**src/rtl/hazard_control_unit.sv**
```systemverilog
// hazard_control_unit
//   Stall/flush/hold generator for the five-stage pipeline. Detects load-use
//   hazards, taken-branch redirects and data-memory wait states. A small FSM
//   tracks memory wait cycles and raises a one-cycle fault pulse on timeout.
//
//   Optional build macro: HAZARD_PERF_COUNTERS_EN
//     defined   -> saturating perf counters for stalls, flushes and waits
//     undefined -> perf ports are tied to zero, no counter flops
//
//   state     | meaning
//   ----------+----------------------------------------------------------
//   ST_RUN    | normal flow, no outstanding memory wait
//   ST_MEM_WAIT | data memory stalled, whole pipe held, timeout counting
//   ST_FAULT  | one cycle after timeout: fault pulse, flush IF/ID and ID/EX

module hazard_control_unit #(
    parameter int MEM_TIMEOUT = 256,
    parameter int CNT_WIDTH   = 32
) (
    input  logic                 clk,
    input  logic                 reset,
    input  logic                 i_id_valid,
    input  logic [4:0]           i_id_rs1_addr,
    input  logic [4:0]           i_id_rs2_addr,
    input  logic                 i_id_uses_rs1,
    input  logic                 i_id_uses_rs2,
    input  logic                 i_ex_valid,
    input  logic                 i_ex_mem_read,
    input  logic [4:0]           i_ex_rd_addr,
    input  logic                 i_ex_branch_taken,
    input  logic                 i_mem_req,
    input  logic                 i_dmem_ready,
    output logic                 o_pc_stall,
    output logic                 o_if_id_stall,
    output logic                 o_if_id_flush,
    output logic                 o_id_ex_stall,
    output logic                 o_id_ex_flush,
    output logic                 o_hold_all,
    output logic                 o_mem_fault,
    output logic [CNT_WIDTH-1:0] o_perf_stall_cnt,
    output logic [CNT_WIDTH-1:0] o_perf_flush_cnt,
    output logic [CNT_WIDTH-1:0] o_perf_wait_cnt
);

    localparam int TW = $clog2(MEM_TIMEOUT + 1);

    typedef enum logic [1:0] {
        ST_RUN      = 2'd0,
        ST_MEM_WAIT = 2'd1,
        ST_FAULT    = 2'd2
    } state_t;

    state_t          r_state;
    state_t          w_state_nxt;
    logic [TW-1:0]   r_wait_cnt;
    logic [TW-1:0]   w_wait_cnt_nxt;
    logic            r_mem_fault;

    logic            w_load_use;
    logic            w_branch;
    logic            w_mem_wait;
    logic            w_lu_stall_eff;
    logic            w_br_flush_eff;

    // Hazard detection terms
    always_comb begin
        w_load_use = i_ex_valid & i_id_valid & i_ex_mem_read & (i_ex_rd_addr != 5'd0)
                   & ((i_id_uses_rs1 & (i_id_rs1_addr == i_ex_rd_addr))
                    | (i_id_uses_rs2 & (i_id_rs2_addr == i_ex_rd_addr)));
        w_branch   = i_ex_valid & i_ex_branch_taken;
        w_mem_wait = i_mem_req & ~i_dmem_ready & (r_state != ST_FAULT);
    end

    // Pipeline control outputs, priority mem_wait > fault/branch > load_use
    always_comb begin
        o_pc_stall     = 1'b0;
        o_if_id_stall  = 1'b0;
        o_if_id_flush  = 1'b0;
        o_id_ex_stall  = 1'b0;
        o_id_ex_flush  = 1'b0;
        o_hold_all     = 1'b0;
        w_lu_stall_eff = 1'b0;
        w_br_flush_eff = 1'b0;
        if (w_mem_wait) begin
            o_hold_all    = 1'b1;
            o_pc_stall    = 1'b1;
            o_if_id_stall = 1'b1;
            o_id_ex_stall = 1'b1;
        end else if ((r_state == ST_FAULT) || w_branch) begin
            o_if_id_flush  = 1'b1;
            o_id_ex_flush  = 1'b1;
            w_br_flush_eff = w_branch;
        end else if (w_load_use) begin
            o_pc_stall     = 1'b1;
            o_if_id_stall  = 1'b1;
            o_id_ex_flush  = 1'b1;
            w_lu_stall_eff = 1'b1;
        end
    end

    // Memory-wait FSM next state and timeout counter
    always_comb begin
        w_state_nxt    = r_state;
        w_wait_cnt_nxt = r_wait_cnt;
        case (r_state)
            ST_RUN: begin
                if (w_mem_wait) begin
                    w_state_nxt    = ST_MEM_WAIT;
                    w_wait_cnt_nxt = TW'(1);
                end
            end
            ST_MEM_WAIT: begin
                if (!i_mem_req || i_dmem_ready) begin
                    w_state_nxt    = ST_RUN;
                    w_wait_cnt_nxt = '0;
                end else if (r_wait_cnt == TW'(MEM_TIMEOUT - 1)) begin
                    w_state_nxt    = ST_FAULT;
                    w_wait_cnt_nxt = '0;
                end else begin
                    w_wait_cnt_nxt = r_wait_cnt + TW'(1);
                end
            end
            ST_FAULT: begin
                w_state_nxt    = ST_RUN;
                w_wait_cnt_nxt = '0;
            end
            default: begin
                w_state_nxt    = ST_RUN;
                w_wait_cnt_nxt = '0;
            end
        endcase
    end

    // FSM state, counter and registered fault pulse
    always_ff @(posedge clk or posedge reset) begin
        if (reset) begin
            r_state     <= ST_RUN;
            r_wait_cnt  <= '0;
            r_mem_fault <= 1'b0;
        end else begin
            r_state     <= w_state_nxt;
            r_wait_cnt  <= w_wait_cnt_nxt;
            r_mem_fault <= (w_state_nxt == ST_FAULT);
        end
    end

    assign o_mem_fault = r_mem_fault;

`ifdef HAZARD_PERF_COUNTERS_EN
    logic [CNT_WIDTH-1:0] r_perf_stall_cnt;
    logic [CNT_WIDTH-1:0] r_perf_flush_cnt;
    logic [CNT_WIDTH-1:0] r_perf_wait_cnt;

    // Saturating event counters; they stick at all-ones instead of wrapping
    always_ff @(posedge clk or posedge reset) begin
        if (reset) begin
            r_perf_stall_cnt <= '0;
            r_perf_flush_cnt <= '0;
            r_perf_wait_cnt  <= '0;
        end else begin
            if (w_lu_stall_eff && (r_perf_stall_cnt != '1))
                r_perf_stall_cnt <= r_perf_stall_cnt + CNT_WIDTH'(1);
            if (w_br_flush_eff && (r_perf_flush_cnt != '1))
                r_perf_flush_cnt <= r_perf_flush_cnt + CNT_WIDTH'(1);
            if (o_hold_all && (r_perf_wait_cnt != '1))
                r_perf_wait_cnt <= r_perf_wait_cnt + CNT_WIDTH'(1);
        end
    end

    assign o_perf_stall_cnt = r_perf_stall_cnt;
    assign o_perf_flush_cnt = r_perf_flush_cnt;
    assign o_perf_wait_cnt  = r_perf_wait_cnt;
`else
    logic w_perf_unused;
    assign w_perf_unused    = w_lu_stall_eff ^ w_br_flush_eff;
    assign o_perf_stall_cnt = '0;
    assign o_perf_flush_cnt = '0;
    assign o_perf_wait_cnt  = '0;
`endif

endmodule

```
**config.mk**
```make
export PLATFORM = sky130hd
export DESIGN_NAME = hazard_control_unit
export DESIGN_NICKNAME = d
export VERILOG_FILES = /design/src/rtl/hazard_control_unit.sv
export SDC_FILE = /design/constraint.sdc
export NUM_CORES = 1
export LEC_CHECK = 0
export ABC_AREA = 1
export CAP_MARGIN = 0
export CORE_AREA = 4 4 85 63
export DETAILED_ROUTE_END_ITERATION = 10
export DIE_AREA = 0 0 89 67
export PLACE_DENSITY = 0.84
export SYNTH_ARGS = -nofsm -noshare
export SYNTH_HDL_FRONTEND = slang
export SYNTH_SLANG_ARGS = --single-unit
```
**constraint.sdc**
```tcl
create_clock -name clk -period 1.89 [get_ports clk]
set_input_delay 0.4725 -clock clk [delete_from_list [all_inputs] [get_ports clk]]
set_output_delay 0.4725 -clock clk [all_outputs]
set_load 0.01 [all_outputs]
```
==> run metrics <==
layout cell share with drive strength beyond 1 a little over a fifth; vias in the first global route 1004; Final ANT Viol Nets 0; Syn Std Cell Area about 1600 sq um; CTS Hold Bufs 0; Fin Setup TNS 0 ns; Clock Skews between 0.0007 and 0.0008 ns; top-area cell type share of the netlist area between 40% and 50%; total of max-cap violations 0; Avg Cell Area, Syn around 7 sq um; Fin Hold WS ~0.54 ns; CTS tree yes; slowest cell on the critical path dlygate4sd2_1; gr usage total under 10%; Max IR drop VDD about 0.00033 V; WS Path Type input pin to primary output; die height ~67 um; data required time of the worst path around 1.4 ns; First-pass DRT Iterations 4; most frequent cells in the layout conb_1, nand2_1, inv_1, dfrtp_1, clkbuf_2; status finished, final reports clean; synth warn 0; Worst Setup End Kind primary output; clock slew at reported path FFs roughly 0.05 ns; fin crit share ~94%; fmax about 560 MHz; Cell Pwr Density 459 nW/um^2; via count ~1200; crit-path max cell delay about 0.19 ns; IO Port Bufs 31; antenna violations before repair 0; Cells after Synth between 200 and 250; pin count of the biggest net entering global routing 13; RSZ-0062 raised after global routing false; clock latency on the worst-skew pair 0.24 ns; Ant. Diodes 0; area added between synthesis and finish 1.98%; Fillers between 500 and 600; drt drc 0; startpoint types input pin; crit path time final approximately 1.8 ns; DP HPWL 2680 um; ranking of synthesized cells by area buf_4, dfrtp_1, nand2_1, inv_1, nand3_1; Multi-input gate area roughly 900 sq um; sum of buffers and inverters on the critical path 5; initial core utilization between 30% and 40%; hold crit path type flop to flop; total CTS buffers 3; postcts setup bufs 0; Synth cell types 26; Synth area leader buf_4; Placeable Area roughly 4600 sq um; initial detailed-routing violation count 36; routed wire length approximately 3000 um; Die Width 89 um; # clock sinks 12; CP max FO 4; post-DR vias/cell around 3.7; Top Family by Delay on Critical Path buffers and inverters; max-slew violations 0; H-tree depth 1; Yosys reg bits 12; commonest non-fill, non-tap cell in the layout conb_1; register area ~300 sq um; P_leak about 1.0 nW; Root Buffer clkbuf_8; Ports between 100 and 150; register area share after synthesis about 18%; wire per inst just over 9 um; Final Hold Fails 0; CP arrival about 1.3 ns; first-pass GRT wire length ~4500 um; Post-Layout Inst Area roughly 1700 sq um; Row Count 21; placed cell areas 1690 sq um; worst path cell trace dlygate4sd2_1 -> inv_1 -> nor2_2 -> inv_2 -> nor2_4 -> nor2_2 -> inv_1 -> nand2_1 -> buf_2; endpoints failing setup 0; clk buf depth 2; Final Power 0.000770 W; Die Footprint around 6000 sq um; RePlAce Congestion just over 0.8; Overflow after GRT 0; Final #Nets 300
flip-flops by register name, indices dropped and copies added, names as in the netlist:
register and flops:
o_mem_fault 1, r_state 2, r_wait_cnt 9
tightest hold or removal path, cell delays in order, from the launching register on:
cell and delay [ns]:
dfrtp_1 0.31, inv_1 0.06, a21oi_1 0.12
metal layers:
layer	vias to the layer above	global-route usage (%)	part of all wire (%)
met5	-	0	0
met4	0	4.09	2.3
met3	7	2.22	9.8
met2	60	17.1	53
met1	545	11.5	34
li1	594	-	-
cell usage after synthesis:
| cell type | instances |
|---|---|
| nand4_1 | 1 |
| nand3b_1 | 1 |
| conb_1 | 1 |
| inv_1 | 27 |
| a21oi_1 | 2 |
| nand3_1 | 11 |
| o21bai_1 | 1 |
| o21ai_1 | 1 |
| ha_1 | 1 |
| xor2_1 | 3 |
| nor3_1 | 2 |
| nor2_4 | 2 |
| nand2_1 | 44 |
| inv_2 | 1 |
| nand2_4 | 1 |
| buf_4 | 98 |
| xnor2_1 | 1 |
| nor2_1 | 13 |
| o22ai_1 | 2 |
| o21ai_2 | 2 |
| nor2_2 | 4 |
| nand3_2 | 1 |
| o21ai_0 | 2 |
| nand3_4 | 1 |
| nand2_2 | 2 |
| dfrtp_1 | 12 |
power breakdown:
part	internal [W]	switching [W]
Sequential	0.000262	0.00000515
Clock	0.000184	0.0000953
Combinational	0.0000606	0.000163
final cells by class:
type	instances	area share [%]
tap	57	4.25
clock buffer	4	3.28
inverter	28	6.26
timing repair buffer	35	15.0
sequential	12	17.9
multi-input combinational	194	53.4
cell families after synthesis:
logic type / synth area share, %
simple gates: 23.8
flops: 18.2
fa+ha+maj: 0.760
compound gates: 3.80
buf+inv: 51.1
xor+xnor: 2.13
other cells: 0.228
final timing paths:
path | startpoint | end | slack [ns] | depth (start not counted)
worst max-delay path | i_mem_req | o_id_ex_flush | 0.11 | 9
worst min-delay path | r_wait_cnt[8] | r_wait_cnt[8] | 0.54 | 2
worst max register to register | r_wait_cnt[0] | r_wait_cnt[7] | 0.53 | 8
worst min register to register | r_wait_cnt[8] | r_wait_cnt[8] | 0.54 | 2
max in group asynchronous | reset | r_wait_cnt[1] | 1.02 | 2
min in group asynchronous | reset | r_wait_cnt[7] | 0.55 | 2
through the flow:
| stage | cells | worst slack (ns) | util [%] |
|---|---|---|---|
| 2_1_floorplan | 332 | 0.117 | - |
| 3_3_place_gp | 327 | -0.691 | 36.7 |
| 6_report | 330 | 0.105 | 36.5 |
| 3_5_place_dp | 327 | -0.735 | 36.7 |
| 4_1_cts | 331 | 0.00550 | 37.4 |
| 5_1_grt | 330 | 0.00116 | 36.5 |
repair_timing:
item | 4_1_cts | 5_1_grt
hold endpoints to repair | 0 | 0
resized for setup | 60 | 41
gates cloned | 0 | 0
pin swaps | 18 | 20
endpoints found under the setup margin | 6 | 3
(Power assumes the default switching activity.)
==> patch 1: new RTL, same flow settings <==
Encoding of `state_t`: now one-hot (3 bits for 3 states).
--- a/src/rtl/hazard_control_unit.sv
+++ b/src/rtl/hazard_control_unit.sv
@@ -46,6 +46,6 @@
 
-    typedef enum logic [1:0] {
-        ST_RUN      = 2'd0,
-        ST_MEM_WAIT = 2'd1,
-        ST_FAULT    = 2'd2
+    typedef enum logic [2:0] {
+        ST_RUN      = 3'b001,
+        ST_MEM_WAIT = 3'b010,
+        ST_FAULT    = 3'b100
     } state_t;
Check against the original RTL: same outputs for any inputs over 10 cycles, from zero or initial values and one cycle with reset high; not proved beyond that.
==> patch 1 against the original RTL <==
Maximum frequency down 1.9%; worst hold slack worse by 0.030 ns; power up 6.5%; final area up 11%; core utilization up 3.8 points; die area unchanged; synthesized area up 9.5%; via count up 9.0%; synthesized cell count up 6.3%; sequential cell count up 1; routed wire length up 8.6%; clock skew about the same; count of clock-buffer cells in the layout unchanged; worst setup slack worse by 0.035 ns; critical endpoint is now o_pc_stall.
==> patch 1: results (changes against the original RTL) <==
Worst Path Arrival=1.35 ns (+0.04 ns); Critical Path Max Stage Delay=0.55 ns (+0.36 ns); first-pass GRT wire length=4781 um (+6.6%); pin count of the biggest net entering global routing=14 (+1); drt total wl=3339 um (+8.6%); ys flop type=dfrtp_1; Distinct cells, synth=28 (+7.7%); HPWL after DPL=2988 um (+12%); status=finished clean; clock transition at the registers of the reported paths=0.05 ns (about the same); Worst Clk Skew=0.001027 ns (+0.0002375 ns); fill cell total of the finished layout=462 (-9.2%); Lkg Pwr=1.132 nW (+14%); part of the Yosys area used for sequential elements=0.1811 (-0.001247); Min-Delay Endpoint=r_wait_cnt[5]$_DFFE_PP0P_; layout cells sized above 1=0.1959 (-0.01658); routability cong.=0.8315 (+2.4%); gr usage total=0.1026 (+0.004532); most frequent cells after synthesis=buf_4, nand2_1, inv_1; Critical R2R Capture=r_wait_cnt[6]$_DFFE_PP0P_; CP Launch Point=r_state[0]$_DFF_PP1_; worst-path cell with the longest stage delay=dfstp_2; Vias=1,315 (+9.0%); crit-path leading delay family=flip-flops; vias in the first global route=1,091 (+8.7%); Setup crit end=o_pc_stall; min-delay src=r_wait_cnt[5]$_DFFE_PP0P_; Largest register FFs=9 (unchanged); R2R depth=8 (unchanged); synth top area cells=buf_4, dfrtp_1, nand2_1; number of detailed-route iterations in the first pass=4 (unchanged); area share of the largest cell type after synthesis=0.4080 (-0.03876); Iter 0 DRT Violations=70 (+94%); Final #Nets=318 (+6.0%); FF+latch count, synth=13 (+1); post-CTS setup buffer count=0 (unchanged); Worst Hold Class=reg -> reg; R2R Setup Slk=0.49 ns (-0.04 ns); CP max FO=2 (-2); largest vdd supply drop=0.2058 mV (-37%); htree depth=1 (unchanged)
==> patch 1: kinds of logic (layout without fill, tap and decap cells) <==
kind of cell,Yosys count,count (layout),share of synthesized area
compound gates,6,6,0.01804
flops,13,13,0.1811
buf+inv,128,72,0.4747
fa+ha+maj,1,1,0.006939
xor+xnor,3,3,0.01458
other cells,1,96,0.002080
simple gates,100,100,0.3026
==> patch 1: routing by layer <==
metal,track usage,part of all wire,vias up
met5,0,0,-
li1,-,-,645
met4,0.03532,0.017,0
met3,0.02101,0.12,9
met2,0.1796,0.50,76
met1,0.1240,0.36,585
==> patch 1: per-stage QoR <==
| stage | util | cells | instance area [um2] | hold WS (ns) | worst slack (ns) |
|---|---|---|---|---|---|
| final | 0.4035 | 348 | 1856 | 0.5068 | 0.07015 |
| after CTS | 0.4087 | 348 | 1879 | 0.5079 | 0.0007507 |
| after detailed placement | 0.4041 | 344 | 1858 | 0.4925 | -0.7612 |
| after global placement | 0.4041 | 344 | 1858 | 0.4976 | -0.7246 |
| after global routing | 0.4035 | 348 | 1856 | 0.5501 | -0.03080 |
| after floorplan | - | 347 | 2160 | 0.3487 | 0.1110 |
==> patch 1: power breakdown <==
group,switching (mW),internal [mW],total (mW),leakage [nW]
Sequential,0.00801,0.287,0.295,0.175
Clock,0.101,0.149,0.250,0.0228
Combinational,0.193,0.0820,0.275,0.934
==> patch 1: area by class of cell <==
class / count / area, um2 / area share
well taps: 57 / 71.32 / 0.03844
clock buffers: 4 / 45.04 / 0.02428
repair buffers: 38 / 280.3 / 0.1510
multi-input cells: 206 / 1012 / 0.5455
inverters: 30 / 120.1 / 0.06473
flip-flops and latches: 13 / 326.6 / 0.1760
==> patch 1: what timing repair did <==
action / 4_1_cts / 5_1_grt
resized for setup: 65 / 23
pin swaps: 20 / 18
endpoints found under the setup margin: 6 / 4
==> patch 2: new RTL, same flow settings <==
Without the edit above. Set the parameter `CNT_WIDTH` to 16 (it was 32).
--- a/src/rtl/hazard_control_unit.sv
+++ b/src/rtl/hazard_control_unit.sv
@@ -17,3 +17,3 @@
     parameter int MEM_TIMEOUT = 256,
-    parameter int CNT_WIDTH   = 32
+    parameter int CNT_WIDTH   = 16
 ) (
Ports: changed (resized o_perf_flush_cnt, o_perf_stall_cnt and o_perf_wait_cnt); port bits go from 128 to 80. No check against the original RTL was run, so the function may have changed too.
==> patch 2 against the original RTL <==
Sequential share of layout area increased by 0.97 points; synthesized area decreased by 22%; power decreased by 3.9%; sequential cell count unchanged; non-clock buffer count increased by 8; routed wire length decreased by 9.3%; count of clock-buffer cells in the layout unchanged; largest power group unchanged; final area decreased by 5.1%; highest routed layer unchanged; synthesized cell count decreased by 20%; worst setup slack got worse by 0.045 ns.
==> patch 2: results (changes against the original RTL) <==
synth top area cells=buf_4, dfrtp_1, nand2_1; Worst Clk Skew=0.003346 ns (+0.002556 ns); HPWL after DPL=2335 um (-13%); sw frac=0.2988 (-0.04294); fill cell total of the finished layout=479 (-5.9%); DP Cell Count=280 (-14%); drt total wl=2789 um (-9.3%); routability cong.=0.8608 (+6.0%); vias in the first global route=934 (-7.0%); Final #Nets=260 (-13%); Synth Area in XOR/XNOR=0.02724 (+0.005961); Lkg Pwr=0.8834 nW (-11%); Clock Latency Late Sink=0.24 ns (about the same); RR Startpoint=r_wait_cnt[0]$_DFFE_PP0P_; detailed route wirelength on metal2=1440 um (-12%); R2R depth=8 (unchanged); M1 WL=1076 um (+1.5%); most frequent cells after synthesis=buf_4, nand2_1, inv_1; Post-DP Area=1514 um2 (-10%); adder-cell share of the synthesized area=0.009728 (+0.002129); pin count of the biggest net entering global routing=13 (unchanged); fraction of registers with async set/reset=1.000 (unchanged); Distinct cells, synth=26 (unchanged); Logic power comb=0.198 mW (-11%); gr usage total=0.08595 (-0.01207); Worst Path Arrival=1.36 ns (+0.05 ns); Min-Delay Endpoint=r_wait_cnt[8]$_DFFE_PP0P_; part of the Yosys area used for sequential elements=0.2335 (+0.05109); CP Launch Point=i_id_rs2_addr[3]; largest vdd supply drop=0.2243 mV (-32%); Mapped Avg Cell Area=6.805 um2 (-2.0%); buffer depth of the longest clock path=2 (unchanged); area share of the largest cell type after synthesis=0.2918 (-0.1550); clock transition at the registers of the reported paths=0.05 ns (about the same); status=finished clean; vias per cell=3.803 (+4.1%); layout cells sized above 1=0.2747 (+0.06222); post-synthesis compound-gate area fraction=0.04864 (+0.01064); met3 WL=232 um (-23%); ys flop type=dfrtp_1; first-pass GRT wire length=4050 um (-9.7%); Largest register FFs=9 (unchanged); number of detailed-route iterations in the first pass=5 (+1); Setup crit end=o_pc_stall; Iter 0 DRT Violations=61 (+69%); Vias=1,103 (-8.5%); Yosys warnings=0 (unchanged); Hold Path Stages=2 (unchanged); Seq. cell area=300.3 um2 (unchanged); top sig layer=met4; Highest Clock Rate=546.6 MHz (-2.4%); WHS=0.5409 ns (+0.003866 ns); initial antenna violation count=0 (unchanged); Sw Pwr=0.2212 mW (-16%); htree depth=1 (unchanged); Worst Hold Class=reg -> reg; DP Worst Slack=-0.8000 ns (-0.06492 ns); mux cell area share after synthesis=0 (unchanged); CP max FO=2 (-2)
patch 2: cell count changes in the layout (fill, tap and decap cells not counted), sizes merged:
cell and delta:
buf +12, clkbuf -7, clkdlybuf4s15 +1, conb -48
dlygate4sd2 +2
patch 2: final cells by class:
class,count,share of cell area
clock buffer,4,0.03456
sequential,12,0.1885
tap,57,0.04478
timing repair buffer,43,0.2027
multi-input combinational,146,0.4635
inverter,28,0.06599
patch 2: worst max-delay path, cell delays in order:
cell,delay [ns]
dlygate4sd2_1,0.21
inv_1,0.04
nand2_1,0.05
nand2_1,0.06
nor2_1,0.08
nand3_1,0.08
nand2_2,0.09
nand3_2,0.08
nand2_2,0.09
buf_6,0.10
patch 2: per-layer routing:
layer,global-route usage,up-vias
met1,0.1103,487
met2,0.1454,48
met5,0,-
met3,0.01360,4
met4,0.02974,0
li1,-,564
patch 2: what timing repair did:
item,CTS,global route
setup endpoints to repair,6,4
pin swaps,23,19
hold endpoints to repair,0,0
setup buffers,6,0
gates resized for setup,73,30
